--- config.mk ---
export PLATFORM = sky130hd
export DESIGN_NAME = cvm_param
export DESIGN_NICKNAME = d
export VERILOG_FILES = /design/src/rtl/cvm_param.sv
export SDC_FILE = /design/constraint.sdc
export NUM_CORES = 1
export LEC_CHECK = 0
export ABC_CLOCK_PERIOD_IN_PS = 3100
export CAP_MARGIN = 15
export CORE_MARGIN = 5
export CORE_UTILIZATION = 30
export CTS_CLUSTER_DIAMETER = 100
export DETAILED_ROUTE_END_ITERATION = 7
export DONT_BUFFER_PORTS = 1
export PLACE_DENSITY_LB_ADDON = 0.1
export SLEW_MARGIN = 20
export SYNTH_ARGS = -nofsm -noshare
export SYNTH_HDL_FRONTEND = slang
export SYNTH_SLANG_ARGS = --single-unit
--- constraint.sdc ---
create_clock -name clk -period 3.1 [get_ports clk]
set_clock_uncertainty 0.2 [all_clocks]
set_input_delay 0.62 -clock clk [delete_from_list [all_inputs] [get_ports clk]]
set_output_delay 0.62 -clock clk [all_outputs]
set_load 0.05 [all_outputs]
--- src/rtl/cvm_param.sv ---
// cvm_param: coin-operated vending controller with parameterised price.
//
// Coins and the cancel button arrive as raw levels. Each one passes through
// a small edge detector that emits a single-cycle event once the input has
// been seen high and then low. The main FSM adds up credit, dispenses an
// item once the price is reached, and hands back change or refunds credit
// as a train of dime/nickel pulses separated by GAP idle cycles.
//
// Parameters
//   PRICE_N   item price in nickels (1..31)
//   CREDIT_W  credit register width, must hold PRICE_N+7
//   GAP       idle cycles between successive change/refund pulses
//
// Ports
//   clk         rising-edge clock
//   rst_        asynchronous active-low reset
//   n_raw       raw nickel slot level
//   d_raw       raw dime slot level
//   q_raw       raw quarter slot level
//   cancel_raw  raw cancel button level
//   del         one-cycle item-dispense pulse
//   rn          one-cycle nickel return pulse
//   rd          one-cycle dime return pulse
//   busy        high while vending, giving change or refunding
//   credit      current credit in nickels

// CvmEdgeDet: three-state release detector for one raw input.
//   clk, rst_  clock and asynchronous active-low reset
//   raw_i      raw level
//   evt_o      high for exactly one cycle after a captured high is released
module CvmEdgeDet (
    input  logic clk,
    input  logic rst_,
    input  logic raw_i,
    output logic evt_o
);

    typedef enum logic [1:0] {
        DET_IDLE,
        DET_HIGH,
        DET_FALL
    } det_state_e;

    det_state_e state_q;

    // A level held for many cycles parks in HIGH, so only its release
    // produces an event; a new press during FALL goes straight back to HIGH.
    always_ff @(posedge clk or negedge rst_) begin
        if (!rst_) begin
            state_q <= DET_IDLE;
        end else begin
            case (state_q)
                DET_IDLE: state_q <= raw_i ? DET_HIGH : DET_IDLE;
                DET_HIGH: state_q <= raw_i ? DET_HIGH : DET_FALL;
                DET_FALL: state_q <= raw_i ? DET_HIGH : DET_IDLE;
                default:  state_q <= DET_IDLE;
            endcase
        end
    end

    assign evt_o = (state_q == DET_FALL);

endmodule

module cvm_param #(
    parameter int PRICE_N  = 5,
    parameter int CREDIT_W = 6,
    parameter int GAP      = 1
) (
    input  logic                clk,
    input  logic                rst_,
    input  logic                n_raw,
    input  logic                d_raw,
    input  logic                q_raw,
    input  logic                cancel_raw,
    output logic                del,
    output logic                rn,
    output logic                rd,
    output logic                busy,
    output logic [CREDIT_W-1:0] credit
);

    localparam int GAP_W = (GAP > 0) ? $clog2(GAP + 1) : 1;
    localparam logic [CREDIT_W-1:0] PRICE_C = CREDIT_W'(PRICE_N);
    localparam logic [GAP_W-1:0]    GAP_C   = GAP_W'(GAP);

    typedef enum logic [1:0] {
        ACCEPT,
        VEND,
        CHANGE,
        REFUND
    } main_state_e;

    logic nEvt, dEvt, qEvt, cEvt;

    CvmEdgeDet uNickel (.clk(clk), .rst_(rst_), .raw_i(n_raw),      .evt_o(nEvt));
    CvmEdgeDet uDime   (.clk(clk), .rst_(rst_), .raw_i(d_raw),      .evt_o(dEvt));
    CvmEdgeDet uQuart  (.clk(clk), .rst_(rst_), .raw_i(q_raw),      .evt_o(qEvt));
    CvmEdgeDet uCancel (.clk(clk), .rst_(rst_), .raw_i(cancel_raw), .evt_o(cEvt));

    main_state_e         state_q, state_d;
    logic [CREDIT_W-1:0] credit_q, credit_d;
    logic [GAP_W-1:0]    gap_q, gap_d;
    logic [CREDIT_W-1:0] sum;
    logic                del_q, rn_q, rd_q, busy_q;
    logic                pulseNext;

    // Next-state logic. Events are only looked at in ACCEPT, so anything that
    // arrives while busy simply evaporates. In CHANGE/REFUND a zero gap
    // counter marks a pulse cycle; the gap is reloaded after each pulse unless
    // the credit has just run out, in which case we return to ACCEPT at once.
    always_comb begin
        state_d  = state_q;
        credit_d = credit_q;
        gap_d    = gap_q;
        sum      = credit_q + CREDIT_W'(nEvt)
                 + (dEvt ? CREDIT_W'(2) : '0)
                 + (qEvt ? CREDIT_W'(5) : '0);
        case (state_q)
            ACCEPT: begin
                credit_d = sum;
                gap_d    = '0;
                if (sum >= PRICE_C) begin
                    state_d = VEND;
                end else if (cEvt && (sum != '0)) begin
                    state_d = REFUND;
                end
            end
            VEND: begin
                credit_d = credit_q - PRICE_C;
                gap_d    = '0;
                state_d  = (credit_d != '0) ? CHANGE : ACCEPT;
            end
            CHANGE, REFUND: begin
                if (gap_q != '0) begin
                    gap_d = gap_q - GAP_W'(1);
                end else begin
                    credit_d = credit_q - ((credit_q >= CREDIT_W'(2)) ? CREDIT_W'(2) : CREDIT_W'(1));
                    if (credit_d == '0) begin
                        state_d = ACCEPT;
                        gap_d   = '0;
                    end else begin
                        gap_d = GAP_C;
                    end
                end
            end
            default: begin
                state_d = ACCEPT;
            end
        endcase
    end

    // Outputs are registered alongside the state they decode, so del/rn/rd
    // are a pure function of the registered state and credit.
    assign pulseNext = ((state_d == CHANGE) || (state_d == REFUND)) && (gap_d == '0);

    always_ff @(posedge clk or negedge rst_) begin
        if (!rst_) begin
            state_q  <= ACCEPT;
            credit_q <= '0;
            gap_q    <= '0;
            del_q    <= 1'b0;
            rn_q     <= 1'b0;
            rd_q     <= 1'b0;
            busy_q   <= 1'b0;
        end else begin
            state_q  <= state_d;
            credit_q <= credit_d;
            gap_q    <= gap_d;
            del_q    <= (state_d == VEND);
            rd_q     <= pulseNext && (credit_d >= CREDIT_W'(2));
            rn_q     <= pulseNext && (credit_d <  CREDIT_W'(2));
            busy_q   <= (state_d != ACCEPT);
        end
    end

    assign del    = del_q;
    assign rn     = rn_q;
    assign rd     = rd_q;
    assign busy   = busy_q;
    assign credit = credit_q;

endmodule

# Word-level counts from Yosys, hierarchy flattened
# Index checks and enable logic that the tools add are counted.
[totals] regBits=21 inputBits=6 wordCells=82
[classes] n_addsub=6 magnitude_cmp=4 eq_ne=14 n_mux=26 bitwise=1 reduce_logical=20
[op_table] operator="2-to-1 mux 2 bit" n=11
[op_table] operator="one-hot mux 6 bit (3 select lines)" n=1
[op_table] operator="== test 2 bit (second input constant)" n=8
[op_table] operator="one-hot mux 2 bit (2 select lines)" n=4
[op_table] operator="== test 2 x 1 -> 1 bit (second input constant)" n=6
[op_table] operator="greater-or-equal comparator 6 x 2 -> 1 bit (second input constant)" n=2
[op_table] operator="nonzero test 6 bit" n=2
[op_table] operator="OR reduction 2 bit" n=6
[op_table] operator="logical NOT 2 bit" n=5
[op_table] operator="adder 6 x 1 -> 6 bit" n=1
[op_table] operator="adder 6 x 2 -> 6 bit" n=1
[op_table] operator="adder 6 x 3 -> 6 bit" n=1
[op_table] operator="greater-or-equal comparator 6 x 3 -> 1 bit (second input constant)" n=1
[op_table] operator="logical NOT 6 bit" n=1
[op_table] operator="< comparator 6 x 2 -> 1 bit (second input constant)" n=1
[op_table] operator="2-to-1 mux 1 bit" n=6
[op_table] operator="2-to-1 mux 6 bit" n=1
[op_table] operator="one-hot mux 2 bit (3 select lines)" n=1
[op_table] operator="subtractor 6 x 2 -> 6 bit" n=1
[op_table] operator="subtractor 6 x 3 -> 6 bit (second input constant)" n=1
[op_table] operator="logical AND 1 bit" n=4
[op_table] operator="2-to-1 mux 3 bit" n=1
[op_table] operator="one-hot mux 1 bit (2 select lines)" n=1
[op_table] operator="nonzero test 2 bit" n=1
[op_table] operator="other kinds (3)" n=3

# Logic depth before layout (Yosys ltp)
[logic_depth] depth_word=13 depth_mapped=13 ltp_nobuf=12

# By module
# From an unflattened synthesis, not the netlist that was laid out.
[hier_totals] hier_cells=154 hier_area_um2=1485.2
[modules_own_cells] mod="cvm_param" n_inst=1 cells_per_inst=134 area_each_um2=1189.9 seq_area_each_um2=325.3
[modules_own_cells] mod="CvmEdgeDet" n_inst=4 cells_per_inst=5 area_each_um2=73.8 seq_area_each_um2=50.0

# Worst setup path after synthesis
# No wires, ideal clock.
[synth_path] path_type="reg-to-reg" start="reg credit_q[0], in the netlist credit[0]" end="reg busy_q, in the netlist busy" setup_ns=0.132 t_arrival_ns=2.910 required_time_ns=2.768 slack_ns=-0.142 path_stages_with_launch=9 n_path_buf=1 path_cell_list="dfrtp_1 buf_6 inv_1 fa_1 fa_1 xnor2_1 maj3_1 o21a_1 or3b_1"
[synth_between] elab_chain_cells=9 elab_cells_between_ends=19 cone_classes="5 x add/sub; 2 x order compare; 7 x mux; 5 x reduce/logical"
[synth_rtl] item="start: declaration" line="102" text="logic [CREDIT_W-1:0] credit_q, credit_d;"
[synth_rtl] item="start signal: assignment" line="168" text="credit_q <= credit_d;"
[synth_rtl] item="branches (longest 7 deep; another with adder 6 x 1 -> 6 bit)"
[synth_rtl] item="one-hot mux 2 bit (3 select lines) (*)" line="119" text="case (state_q)"
[synth_rtl] item="nonzero test 2 bit (*)" line="173" text="busy_q <= (state_d != ACCEPT);"
[synth_rtl] item="end signal: assignment" line="173"
[synth_rtl] item="end: declaration" line="105" text="logic del_q, rn_q, rd_q, busy_q;"
# Every way passes the cells marked *.

# Worst setup path after layout
[layout_path] start="reg uQuart.state_q[0]" end="reg rn_q, in the netlist rn"
[layout_between] elab_chain_cells=12 elab_cells_between_ends=16 cone_classes="1 x add/sub; 2 x order compare; 3 x eq/ne; 5 x mux; 5 x reduce/logical"
[layout_rtl] item="start: declaration" line="44" text="det_state_e state_q;"
[layout_rtl] item="start signal: assignment" line="53" text="DET_IDLE: state_q <= raw_i ? DET_HIGH : DET_IDLE;"
[layout_rtl] item="start signal: assignment" line="54" text="DET_HIGH: state_q <= raw_i ? DET_HIGH : DET_FALL;"
[layout_rtl] item="start signal: assignment" line="55" text="DET_FALL: state_q <= raw_i ? DET_HIGH : DET_IDLE;"
[layout_rtl] item="== test 2 bit (*)" line="61" text="assign evt_o = (state_q == DET_FALL);"
[layout_rtl] item="2-to-1 mux 3 bit (*)" line="118" text="+ (qEvt ? CREDIT_W'(5) : '0);"
[layout_rtl] item="adder 6 x 3 -> 6 bit (*)" line="118"
[layout_rtl] item="branches (longest 8 deep; another with greater-or-equal comparator 6 x 3 -> 1 bit)"
[layout_rtl] item="logical AND 1 bit (*)" line="172" text="rn_q <= pulseNext && (credit_d < CREDIT_W'(2));"
[layout_rtl] item="end signal: assignment" line="172"
[layout_rtl] item="end: declaration" line="105"
# Marked as above.

==> impl_metrics.json <==
{
  "status": "finished, final reports clean",
  "die_area_sq_mm": 0.00643,
  "whs_ps": 94.3,
  "hpwlAfterDp_mm": 2.61,
  "nNetsFinal": 172,
  "grt_pass1_wl_mm": 5.78,
  "antenna_cells": 0,
  "synth_edf_count": 0,
  "finalCriticalPeriod_ps": 2930,
  "cts_max_level": 1,
  "cts.path.max_buffers": 2,
  "rsz0062_at_grt": "false",
  "max_cap_violations": 0,
  "seqPwrFrac_pct": 29.5,
  "cts.clk_slew.worst_paths_ps": 80,
  "maxSlewViolCount": 0,
  "rr_worst_depth": 9,
  "power.internal_mw": 0.908,
  "cp_top_family": "adder cells",
  "synth_top_area_share_pct": 35.6,
  "setup_tns_ps": 0,
  "leakagePower_nw": 0.695,
  "post-route-period-util_pct": 94.5,
  "ys_ff_latch": 21,
  "cts_inserted_buffers": 3,
  "gr-total-overflow": 0,
  "critical-path-slowest-cell": "fa_1",
  "power_density_mw_per_mm2": 1150,
  "cts.sinks": 21,
  "r2r_end": "rn",
  "p_sw_mw": 0.966,
  "grt_pass1_vias": 1117,
  "required_ps": 3100,
  "p_clk_share_pct": 10.1,
  "worstSetupPathType": "reg -> reg",
  "crit_buf_inv": 0,
  "arrival_ps": 2930,
  "postCtsSetupBuffers": 0,
  "die_x_microns": 80.2,
  "slew_headroom_pct": 61.0,
  "synth_flop_cell": "dfrtp_1",
  "synthTopCellsByArea": "dfrtp_1 36%, ha_1 5.1%, xnor2_1 3.6%, nand2b_1 3.4%, nand2_1 3.0%",
  "switching_share_pct": 51.6,
  "syn_inst": 153,
  "drc": 0,
  "setup_viol": 0,
  "io_pins": 16,
  "via_per_inst": 4.96,
  "r2r_slack_ps": 170,
  "yosys.area.top_type": "dfrtp_1",
  "avgSynthCellArea_sq_um": 9.66,
  "drtPass1Iterations": 4,
  "start_util_pct": 31.1,
  "routedWlPerCell_microns": 15.4,
  "vias": 1111,
  "drive_gt1_share_pct": 17.2,
  "coreArea_sq_mm": 0.00475,
  "root_buffer": "clkbuf_8",
  "hold_class": "in -> async",
  "crit_fanout": 3,
  "critPathLaunchType": "register",
  "worst_pin_slew_ps": 586,
  "gp_congestion": 0.779,
  "std_cell_rows": 25,
  "fillers": 520,
  "routed_wl_mm": 3.46,
  "ant_nets": 0,
  "clock_latency_ps": 270,
  "fmax_mhz": 341,
  "numPortBuffers": 0,
  "synth.distinct_cells": 49,
  "cp-end-kind": "register",
  "synth_area_sq_mm": 0.00148,
  "path_cells": "nand2b_1 -> fa_2 -> fa_1 -> xnor2_1 -> mux2_2 -> nand2b_1 -> o21ai_1 -> nor4b_4 -> a21boi_1",
  "drt_iter0_markers": 67,
  "crit_path_frequent_cell": "nand2b_1",
  "async_flop_share_pct": 100,
  "rr_startpoint": "uQuart.state_q[0]",
  "critical-path-max-stage-delay_ps": 430,
  "grt_usage_pct": 11.6,
  "ys.warnings.count": 0,
  "antenna_found_initial": 0,
  "ir_drop_v": 0.000274,
  "dieHeight_microns": 80.2,
  "cts_tree": "built",
  "final_hold_viol_count": 0,
  "area_delta_synth_final_pct": 10.2,
  "ys_seq_area_share_pct": 35.6,
  "p_comb_share_pct": 60.4,
  "grt_start_max_net_pins": 22,
  "synthesis.nets": 167
}
[placed cells by master, fill, tap and decap left out, drive strengths merged, types with 2 or more instances in the layout]
master  instances
nor4b           2
o211ai          2
fa              2
xnor2           6
nor2           10
mux2i           3
a21boi          5
o21a            3
clkbuf          3
inv             6
nor3            6
nor3b           6
nand2          12
xor2            2
buf             9
o21ai           4
and3            2
a21o            3
nand3           3
mux2            3
a21oi           6
o31ai           2
o211a           2
nand2b          8
dfrtp          21
a211o           2
nor2b           5
ha              6
[state kept, by name (all words and copies together) (netlist names)]
register and count:
credit 6, state_q 2, uCancel.state_q 2, uDime.state_q 2
uNickel.state_q 2, uQuart.state_q 2, busy 1, del 1
gap_q 1, rd 1, rn 1
[Yosys cell counts, drive strengths merged (2+ instances only)]
master / number
buf: 7
ha: 6
nor3: 6
nor2: 10
nand3: 3
o21ai: 4
a21o: 3
a211o: 2
a21boi: 5
o31ai: 2
a21oi: 6
nor3b: 6
o211a: 2
nor2b: 5
o21a: 3
mux2i: 3
and3: 2
nor4b: 2
inv: 6
nand2b: 8
clkbuf: 2
xnor2: 6
nand2: 12
fa: 2
mux2: 3
xor2: 2
o211ai: 2
dfrtp: 21
[final cells by class]
type                       count  area (sq um)  area share [%]
inverter                       6          22.5            1.38
clock buffer                   3          41.3            2.54
multi-input combinational    117           881            54.1
timing repair buffer           9          65.1            4.00
sequential                    21           527            32.4
clock inverter                 1          7.51           0.461
tap                           67          83.8            5.15
[layer usage]
layer | up-vias | global-route usage [%] | wire length, microns
met4 | 0 | 4.05 | 48
met3 | 5 | 2.69 | 149
li1 | 548 | - | -
met1 | 540 | 14.9 | 1620
met5 | - | 0 | 0
met2 | 18 | 19.0 | 1640
[metrics by stage]
step / setup WS [ps] / instances / area, sq um / total power [mW] / util [%]
after detailed placement: 22.5 / 219 / 1560 / 1.66 / 32.9
final: 171 / 224 / 1630 / 1.87 / 34.2
after global routing: 17.6 / 224 / 1630 / 2.02 / 34.2
after global placement: 57.6 / 219 / 1560 / 1.67 / 32.9
after CTS: 12.1 / 224 / 1620 / 1.87 / 34.1
after floorplan: 6.51 / 153 / 1480 / 1.43 / -
[what timing repair did]
action,in CTS,in global routing
endpoints found under the hold margin,21,0
endpoints found under the setup margin,0,2
hold buffers,1,0
resized for setup,0,2
[power by group through the flow]
stage                     sequential [mW]  clock (mW)  combinational [mW]
after CTS                           0.555       0.198                1.11
after floorplan                     0.625           0               0.807
after global routing                0.569       0.207                1.25
final                               0.552       0.189                1.13
after detailed placement            0.561           0                1.10
after global placement              0.561           0                1.11
[logic make-up after synthesis]
kind of cell	count (synthesis)	share of synthesized area [%]
adder cells (fa/ha/maj)	9	8.47
buffers and inverters	15	5.59
AO/OA/AOI/OAI	37	19.2
AND/OR/NAND/NOR	57	22.1
multiplexers	6	4.32
flip-flops	21	35.6
XOR/XNOR	8	4.74
[worst max-delay path by stage]
stage                             startpoint  endpoint  slack (ps)  cells after the start
after global placement    uNickel.state_q[0]        rn          60                      9
after detailed placement   uQuart.state_q[0]        rn          20                      9
after global routing       uQuart.state_q[0]        rn          20                      9
after floorplan                    credit[0]      busy           7                      8
after CTS                  uQuart.state_q[0]        rn          10                      9
final                      uQuart.state_q[0]        rn         170                      9
No activity file was read; power rests on OpenSTA's default activity.
